===== src/rtl/pipeline_stage_reg_if.sv =====
// rtl/pipeline_stage_reg_if.sv - valid/ready/data handshake bundle for pipeline_stage_reg
interface pipeline_stage_reg_if #(
   parameter int WIDTH = 32
);
   logic             valid;
   logic             ready;
   logic [WIDTH-1:0] data;

   // Producer side of a link: drives valid/data, observes ready
   modport master (
      output valid,
      output data,
      input  ready
   );

   // Consumer side of a link: observes valid/data, drives ready
   modport slave (
      input  valid,
      input  data,
      output ready
   );
endinterface


===== src/rtl/pipeline_stage_reg.sv =====
// rtl/pipeline_stage_reg.sv - RV32I pipeline stage register with valid/ready, flush and optional skid entry
module pipeline_stage_reg #(
   parameter int          WIDTH     = 32,
   parameter logic [31:0] NOP_VALUE = 32'h00000013,
   parameter bit          SKID      = 1'b1
) (
   input  logic                   clk,
   input  logic                   rst_n,
   input  logic                   flush,
   pipeline_stage_reg_if.slave    in_if,
   pipeline_stage_reg_if.master   out_if,
   output logic [1:0]             occupancy
);

   // State encoding doubles as the entry count, so occupancy is the state register itself.
   localparam logic [1:0] ST_EMPTY     = 2'd0;
   localparam logic [1:0] ST_FULL      = 2'd1;
   localparam logic [1:0] ST_SKID_FULL = 2'd2;

   // Bubble value, zero-extended or truncated to the payload width.
   localparam logic [WIDTH-1:0] NOP_W = WIDTH'(NOP_VALUE);

   logic [1:0]       r_state;
   logic [1:0]       w_state_nxt;
   logic [WIDTH-1:0] r_main;
   logic [WIDTH-1:0] w_main_nxt;
   logic [WIDTH-1:0] r_skid;
   logic [WIDTH-1:0] w_skid_nxt;
   logic             w_in_ready;
   logic             w_out_valid;
   logic             w_accept;
   logic             w_consume;

   assign w_out_valid = (r_state != ST_EMPTY);
   assign w_accept    = in_if.valid & w_in_ready;
   assign w_consume   = w_out_valid & out_if.ready;

   // out_data comes straight from the main register, which holds the bubble value when empty.
   assign out_if.valid = w_out_valid;
   assign out_if.data  = r_main;
   assign in_if.ready  = w_in_ready;
   assign occupancy    = r_state;

   generate
      if (SKID) begin : gen_skid
         logic r_in_ready;

         // Registered ready: low exactly while both entries are occupied, no out_ready path.
         always_ff @(posedge clk or negedge rst_n) begin
            if (!rst_n) begin
               r_in_ready <= 1'b1;
            end else begin
               r_in_ready <= (w_state_nxt != ST_SKID_FULL);
            end
         end

         assign w_in_ready = r_in_ready;
      end else begin : gen_noskid
         assign w_in_ready = ~w_out_valid | out_if.ready;
      end
   endgenerate

   // Next-state and payload steering; in_data is only selected when a word is accepted.
   always_comb begin
      w_state_nxt = r_state;
      w_main_nxt  = r_main;
      w_skid_nxt  = r_skid;
      if (flush) begin
         w_state_nxt = ST_EMPTY;
         w_main_nxt  = NOP_W;
      end else begin
         case (r_state)
            ST_EMPTY: begin
               if (w_accept) begin
                  w_state_nxt = ST_FULL;
                  w_main_nxt  = in_if.data;
               end
            end
            ST_FULL: begin
               // Without a skid entry an accept while full implies a consume in the same cycle.
               if (w_accept && (w_consume || !SKID)) begin
                  w_main_nxt = in_if.data;
               end else if (w_consume) begin
                  w_state_nxt = ST_EMPTY;
                  w_main_nxt  = NOP_W;
               end else if (w_accept) begin
                  w_state_nxt = ST_SKID_FULL;
                  w_skid_nxt  = in_if.data;
               end
            end
            ST_SKID_FULL: begin
               if (w_consume) begin
                  w_state_nxt = ST_FULL;
                  w_main_nxt  = r_skid;
               end
            end
            default: begin
               w_state_nxt = ST_EMPTY;
               w_main_nxt  = NOP_W;
            end
         endcase
      end
   end

   // State and payload registers; reset drops every held entry.
   always_ff @(posedge clk or negedge rst_n) begin
      if (!rst_n) begin
         r_state <= ST_EMPTY;
         r_main  <= NOP_W;
         r_skid  <= '0;
      end else begin
         r_state <= w_state_nxt;
         r_main  <= w_main_nxt;
         r_skid  <= w_skid_nxt;
      end
   end

endmodule

===== src/flat_wrapper.sv =====
// flat-port wrapper written by rule: the top's interface ports become plain ports
module pipeline_stage_reg_flat 
#(
   parameter int          WIDTH     = 32,
   parameter logic [31:0] NOP_VALUE = 32'h00000013,
   parameter bit          SKID      = 1'b1
)
  (clk, rst_n, flush, occupancy, in_if_valid, in_if_data, in_if_ready, out_if_valid, out_if_data, out_if_ready);
  pipeline_stage_reg_if #(.WIDTH(WIDTH)) in_if_i ();
  pipeline_stage_reg_if #(.WIDTH(WIDTH)) out_if_i ();
  input  logic clk;
  input  logic rst_n;
  input  logic flush;
  output logic [1:0] occupancy;
  input wire logic [$bits(in_if_i.valid)-1:0] in_if_valid;
  input wire logic [$bits(in_if_i.data)-1:0] in_if_data;
  output wire logic [$bits(in_if_i.ready)-1:0] in_if_ready;
  output wire logic [$bits(out_if_i.valid)-1:0] out_if_valid;
  output wire logic [$bits(out_if_i.data)-1:0] out_if_data;
  input wire logic [$bits(out_if_i.ready)-1:0] out_if_ready;
  assign in_if_i.valid = in_if_valid;
  assign in_if_i.data = in_if_data;
  assign in_if_ready = in_if_i.ready;
  assign out_if_valid = out_if_i.valid;
  assign out_if_data = out_if_i.data;
  assign out_if_i.ready = out_if_ready;
  pipeline_stage_reg #(.WIDTH(WIDTH), .NOP_VALUE(NOP_VALUE), .SKID(SKID)) u_core (.clk(clk), .rst_n(rst_n), .flush(flush), .in_if(in_if_i), .out_if(out_if_i), .occupancy(occupancy));
endmodule

===== config.mk =====
export PLATFORM = sky130hd
export DESIGN_NAME = pipeline_stage_reg_flat
export DESIGN_NICKNAME = d
export VERILOG_FILES = /design/src/rtl/pipeline_stage_reg_if.sv /design/src/rtl/pipeline_stage_reg.sv /design/src/flat_wrapper.sv
export SDC_FILE = /design/constraint.sdc
export NUM_CORES = 1
export LEC_CHECK = 0
export BUFFER_PORTS_ARGS = -buffer_cell sky130_fd_sc_hd__buf_2
export CORE_ASPECT_RATIO = 1.4
export CORE_MARGIN = 10
export CORE_UTILIZATION = 40
export CTS_CLUSTER_DIAMETER = 60
export DETAILED_ROUTE_END_ITERATION = 6
export GPL_TIMING_DRIVEN = 0
export SYNTH_ARGS = -nofsm -noshare
export SYNTH_HDL_FRONTEND = slang
export SYNTH_SLANG_ARGS = --single-unit
export TNS_END_PERCENT = 10

===== constraint.sdc =====
create_clock -name clk -period 2.4 [get_ports clk]
set_input_delay 0.24 -clock clk [delete_from_list [all_inputs] [get_ports clk]]
set_output_delay 0.24 -clock clk [all_outputs]
set_load 0.01 [all_outputs]

Word level (Yosys, flattened, before mapping) --
Cells that the tools add are included.
Cells by class: muxes and demuxes 13, bitwise operators 5, equal/unequal tests 6, reductions and logical operators 5
Operator list (count):
- 32-bit two-way mux | 5
- 32-bit case mux with 3 select lines | 1
- 2-bit two-way mux | 6
- 3-bit by 2-bit != test with 1-bit output (second input constant) | 2
- 2-bit case mux with 3 select lines | 1
- 5-bit AND reduction | 1
- 4-bit by 2-bit != test with 1-bit output (second input constant) | 1
- 1-bit inverter | 3
- 3-bit AND reduction | 1
- 1-bit AND | 2
- 2-bit by 1-bit == test with 1-bit output (second input constant) | 1
- 2-bit == test (second input constant) | 1
- 2-bit zero test | 1
- 2-bit != test (second input constant) | 1
- 2-bit nonzero test | 1
- 1-bit logical AND | 1
Word-level totals: register bits after elaboration 67, output and inout bits 36, input bits 37

Depth between registers and ports, before layout --
depth after elaboration 7, gate-level depth with buffers 7, depth with buffers taken out 4

Worst setup path after synthesis --
Ideal clock, no wire load.
path kind register -> register, from register u_core.gen_skid.r_in_ready (netlist: u_core.in_if.ready), to register u_core.r_skid[0], required time 2275 ps, setup slack 754 ps, stages on the path, launching flop included 7, setup time 125 ps, arrival 1521 ps, cells stage by stage dfstp_2 nand2_1 nor2_1 and3_1 buf_6 buf_12 mux2_4
On the way: cells in the longest elaborated chain, start to end 4
RTL lines:
- from (decl) | RTL line pipeline_stage_reg.sv:46 | logic r_in_ready;
- from (signal assigned) | RTL line pipeline_stage_reg.sv:53 | r_in_ready <= (w_state_nxt != ST_SKID_FULL);
- 1-bit AND * | RTL line pipeline_stage_reg.sv:35 | assign w_accept = in_if.valid & w_in_ready;
- 1-bit logical AND | RTL line pipeline_stage_reg.sv:81 | if (w_accept && (w_consume || !SKID)) begin
- 1-bit inverter (no source line)
- 5-bit AND reduction (no source line) *
- to (signal assigned) | RTL line pipeline_stage_reg.sv:114 | r_skid <= w_skid_nxt;
- to (decl) | RTL line pipeline_stage_reg.sv:27 | logic [WIDTH-1:0] r_skid;
Every way passes the cells marked *; elsewhere a longest branch is shown, timed or not. A chain may end at the register's enable or synchronous reset.

Worst setup path in the final report --
from register u_core.gen_skid.r_in_ready (netlist: u_core.in_if.ready), to register u_core.r_skid[14]
The elaborated chain is that of the path after synthesis.

==> summary.md <==
| Metric | Value |
|---|---|
| Final Cell Area | about 4200 sq um |
| Detail Placement HPWL | 5.90 mm |
| Diodes inserted | 0 |
| Vias/cell | approximately 5.2 |
| YS warnings | 0 |
| Share of layout cells above drive strength 1 | between 40 and 50% |
| Setup CP Type | reg2reg |
| Synthesis-to-finish area growth | 22.8% |
| Routed via count | 2429 |
| # rows | 40 |
| Max H-tree Level | 3 |
| Synth Register Bits | 67 |
| Nets | 399 |
| Syn avg cell area | 12.3 sq um |
| Slowest-stage cell, CP | dfstp_2 |
| Die Y | 130 um |
| Core outline area | 8510 sq um |
| CP Cell Sequence | nand2_1, nor2_1, and3_1, buf_6, buf_12, mux2_4 |
| Headroom to the max-slew limit | around 43% |
| Switching power | 869 uW |
| Clock share of power | 38.0% |
| Finished Core Util | 49.6% |
| Tcrit/Tclk final | 73.8% |
| Postcts setup bufs | 0 |
| WP data required | 2610 ps |
| Setup WS post-layout | 630 ps |
| Max Slew Vio Count | 0 |
| Mapped Area | 3440 sq um |
| Max-cap check violation count | 0 |
| Final setup violation count | 0 |
| Synth top area cells | dfrtp_1 46%, mux2_4 13%, mux2i_1 8.4% |
| Status | finished clean |
| RSZ-0062 raised after global routing | false |
| Fmax | roughly 560 MHz |
| Final setup TNS | 0 ps |
| CTS resizes | 0 |
| Routability cong. | 0.788 |
| Pin count of the biggest net entering global routing | around 70 |
| Die area | 12800 sq um |
| Reg-to-reg slack, setup | between 600 and 700 ps |
| Pwr Density | about 820 nW/um^2 |
| Slowest stage delay, CP | 540 ps |
| Static leakage | between 2 and 2.5 nW |
| Worst IR drop on VDD | between 0.0003 and 0.0004 V |
| Clk buf depth | 2 |
| Ports | 73 |
| Initial core utilization | between 40% and 50% |
| Initial antenna violation count | 0 |
| R2R Path Start | u_core.in_if.ready |
| Final wirelength | 8.37 mm |
| Grt total ovfl | 0 |
| Hold WC Path Type | in2async |
| DP Worst Slack | 665 ps |
| Comb pwr share | roughly a fifth |
| Number of buffers created by CTS | 9 |
| Antenna Nets Post-Route | 0 |
| Post-synthesis sequential area ratio | 48.9% |
| Port Buffers | 71 |
| Setup crit start kind | register |
| CP Capture Type | register |
| Reg2reg path depth | 6 |
| Max FO, Critical Path | 10 |
| Sw Share | 25.1% |
| CTS tree | yes |
| Post-Synthesis Cells | 280 |
| Die W | 98.4 um |
| Worst-Skew Late Latency | 340 ps |
| Wire length per cell | around 18 um |
| CTS Sinks | 67 |
| Netlist cell types | 33 |
| PnR Total Power | around 3.5 mW |
| Reg-to-Reg End | u_core.r_skid[14] |
| Share of the synthesized area in the top cell type | 45.8% |
| Max Clock Skew | 6.08 ps |
| # DRC | 0 |
| Seq pwr share | 42.6% |
| Cell-internal power | 2.59 mW |
| Area leader, netlist | dfrtp_1 |
| Tot GR Track Use | roughly 14% |
| Worst slew pin tran | 859 ps |
| Vias in the first global route | 2620 |
| Final min period | around 1800 ps |
| DRT iter0 DRCs | 60 |
| CTS root buf | clkbuf_16 |
| Router iterations before antenna repair | 4 |
| Syn_nets | approximately 320 |
| Placed cell area | 3930 sq um |
| CTS clock-pin slew for the worst setup and hold paths | 50 ps |
| Final Hold Viols | 0 |
| Global-route wire length before repair | 13.7 mm |
| CP Data Arrival Time | 1980 ps |
| CTS Hold Bufs | 0 |
[cells in the mapped netlist]
cell type  instances
dfrtp_1           63
nand2_1           31
mux2_4            30
a22o_1            29
mux2i_1           29
o21ai_0           19
o21ai_1           13
buf_6              7
a21oi_1            6
buf_2              6
inv_1              6
buf_4              5
dfstp_2            4
nor3_1             4
buf_12             3
clkbuf_1           3
nand3b_1           3
nor2_1             3
mux2_2             2
a211oi_2           1
a21oi_2            1
and3_1             1
and3b_2            1
and4b_1            1
and4bb_1           1
nand2b_4           1
nor2_2             1
nor2b_1            1
o21ai_4            1
o21bai_1           1
or2_1              1
or2b_1             1
xor2_2             1
[power groups by stage]
| stage | Sequential [mW] | Clock, mW | Combinational (mW) |
|---|---|---|---|
| after floorplan | 1.48 | 0 | 0.453 |
| after global placement | 1.47 | 0 | 0.665 |
| after detailed placement | 1.49 | 0 | 0.679 |
| after CTS | 1.47 | 1.35 | 0.683 |
| after global routing | 1.50 | 1.40 | 0.736 |
| final | 1.47 | 1.32 | 0.671 |
[cells by family (layout without fill, tap and decap cells)]
| logic type | Yosys count | in the layout | synth area share [%] |
|---|---|---|---|
| AOI/OAI and AO/OA | 71 | 71 | 14.2 |
| DFF | 67 | 67 | 48.9 |
| muxes | 61 | 61 | 22.2 |
| and+or+nand+nor | 50 | 50 | 7.24 |
| buffers and inverters | 30 | 116 | 6.98 |
| xor gates and xnor gates | 1 | 1 | 0.473 |
[per-layer routing]
layer / global-route usage [%] / wire length [um] / vias up
li1: - / - / 1165
met5: 0 / 0 / -
met3: 3.97 / 382 / 12
met4: 6.59 / 176 / 0
met1: 16.3 / 3570 / 1208
met2: 22.1 / 4240 / 44
[sequential cells by signal, indices dropped and copies added (netlist names)]
| register | cells |
|---|---|
| u_core.occupancy | 2 |
| u_core.out_if.data | 32 |
| u_core.r_skid | 32 |
| u_core.in_if.ready | 1 |
[cells in the final DEF (no fill, tap or decap), drive strengths merged]
cell type	netlist	final
a211oi	1	1
a21oi	7	7
a22o	29	29
and3	1	1
and3b	1	1
and4b	1	1
and4bb	1	1
buf	21	92
bufinv	0	1
clkbuf	3	16
clkinv	0	1
dfrtp	63	63
dfstp	4	4
inv	6	6
mux2	32	32
mux2i	29	29
nand2	31	31
nand2b	1	1
nand3b	3	3
nor2	4	4
nor2b	1	1
nor3	4	4
o21ai	33	33
o21bai	1	1
or2	1	1
or2b	1	1
xor2	1	1
[worst max-delay path: cells and delay by family, from the launching register on]
kind	cells	cell delay, ps
buf+inv	2	300
flops	1	540
mux	1	310
simple gates	3	500
[cell type report]
cell class / instances / area, sq um
inverter: 6 / 22.5
fill: 793 / 4280
multi-input combinational: 183 / 1520
clock inverter: 2 / 35.0
clock buffer: 13 / 260
buffer: 24 / 218
sequential: 67 / 1680
timing repair buffer: 71 / 358
tap: 105 / 131
[per-stage QoR]
| step | hold slack [ps] | instances |
|---|---|---|
| after global routing | 76.5 | 471 |
| after floorplan | -55.6 | 280 |
| final | 27.6 | 471 |
| after global placement | 450 | 456 |
| after detailed placement | 415 | 456 |
| after CTS | 51.8 | 471 |
[how the worst max path moves through the flow]
| stage | startpoint | to | cells past startpoint |
|---|---|---|---|
| 2_1_floorplan | u_core.in_if.ready | u_core.r_skid[0] | 6 |
| 3_3_place_gp | u_core.in_if.ready | u_core.r_skid[25] | 6 |
| 3_5_place_dp | u_core.in_if.ready | u_core.r_skid[28] | 6 |
| 4_1_cts | u_core.in_if.ready | u_core.r_skid[27] | 6 |
| 5_1_grt | u_core.in_if.ready | u_core.r_skid[1] | 6 |
| 6_report | u_core.in_if.ready | u_core.r_skid[14] | 6 |
(Power assumes the default switching activity.)
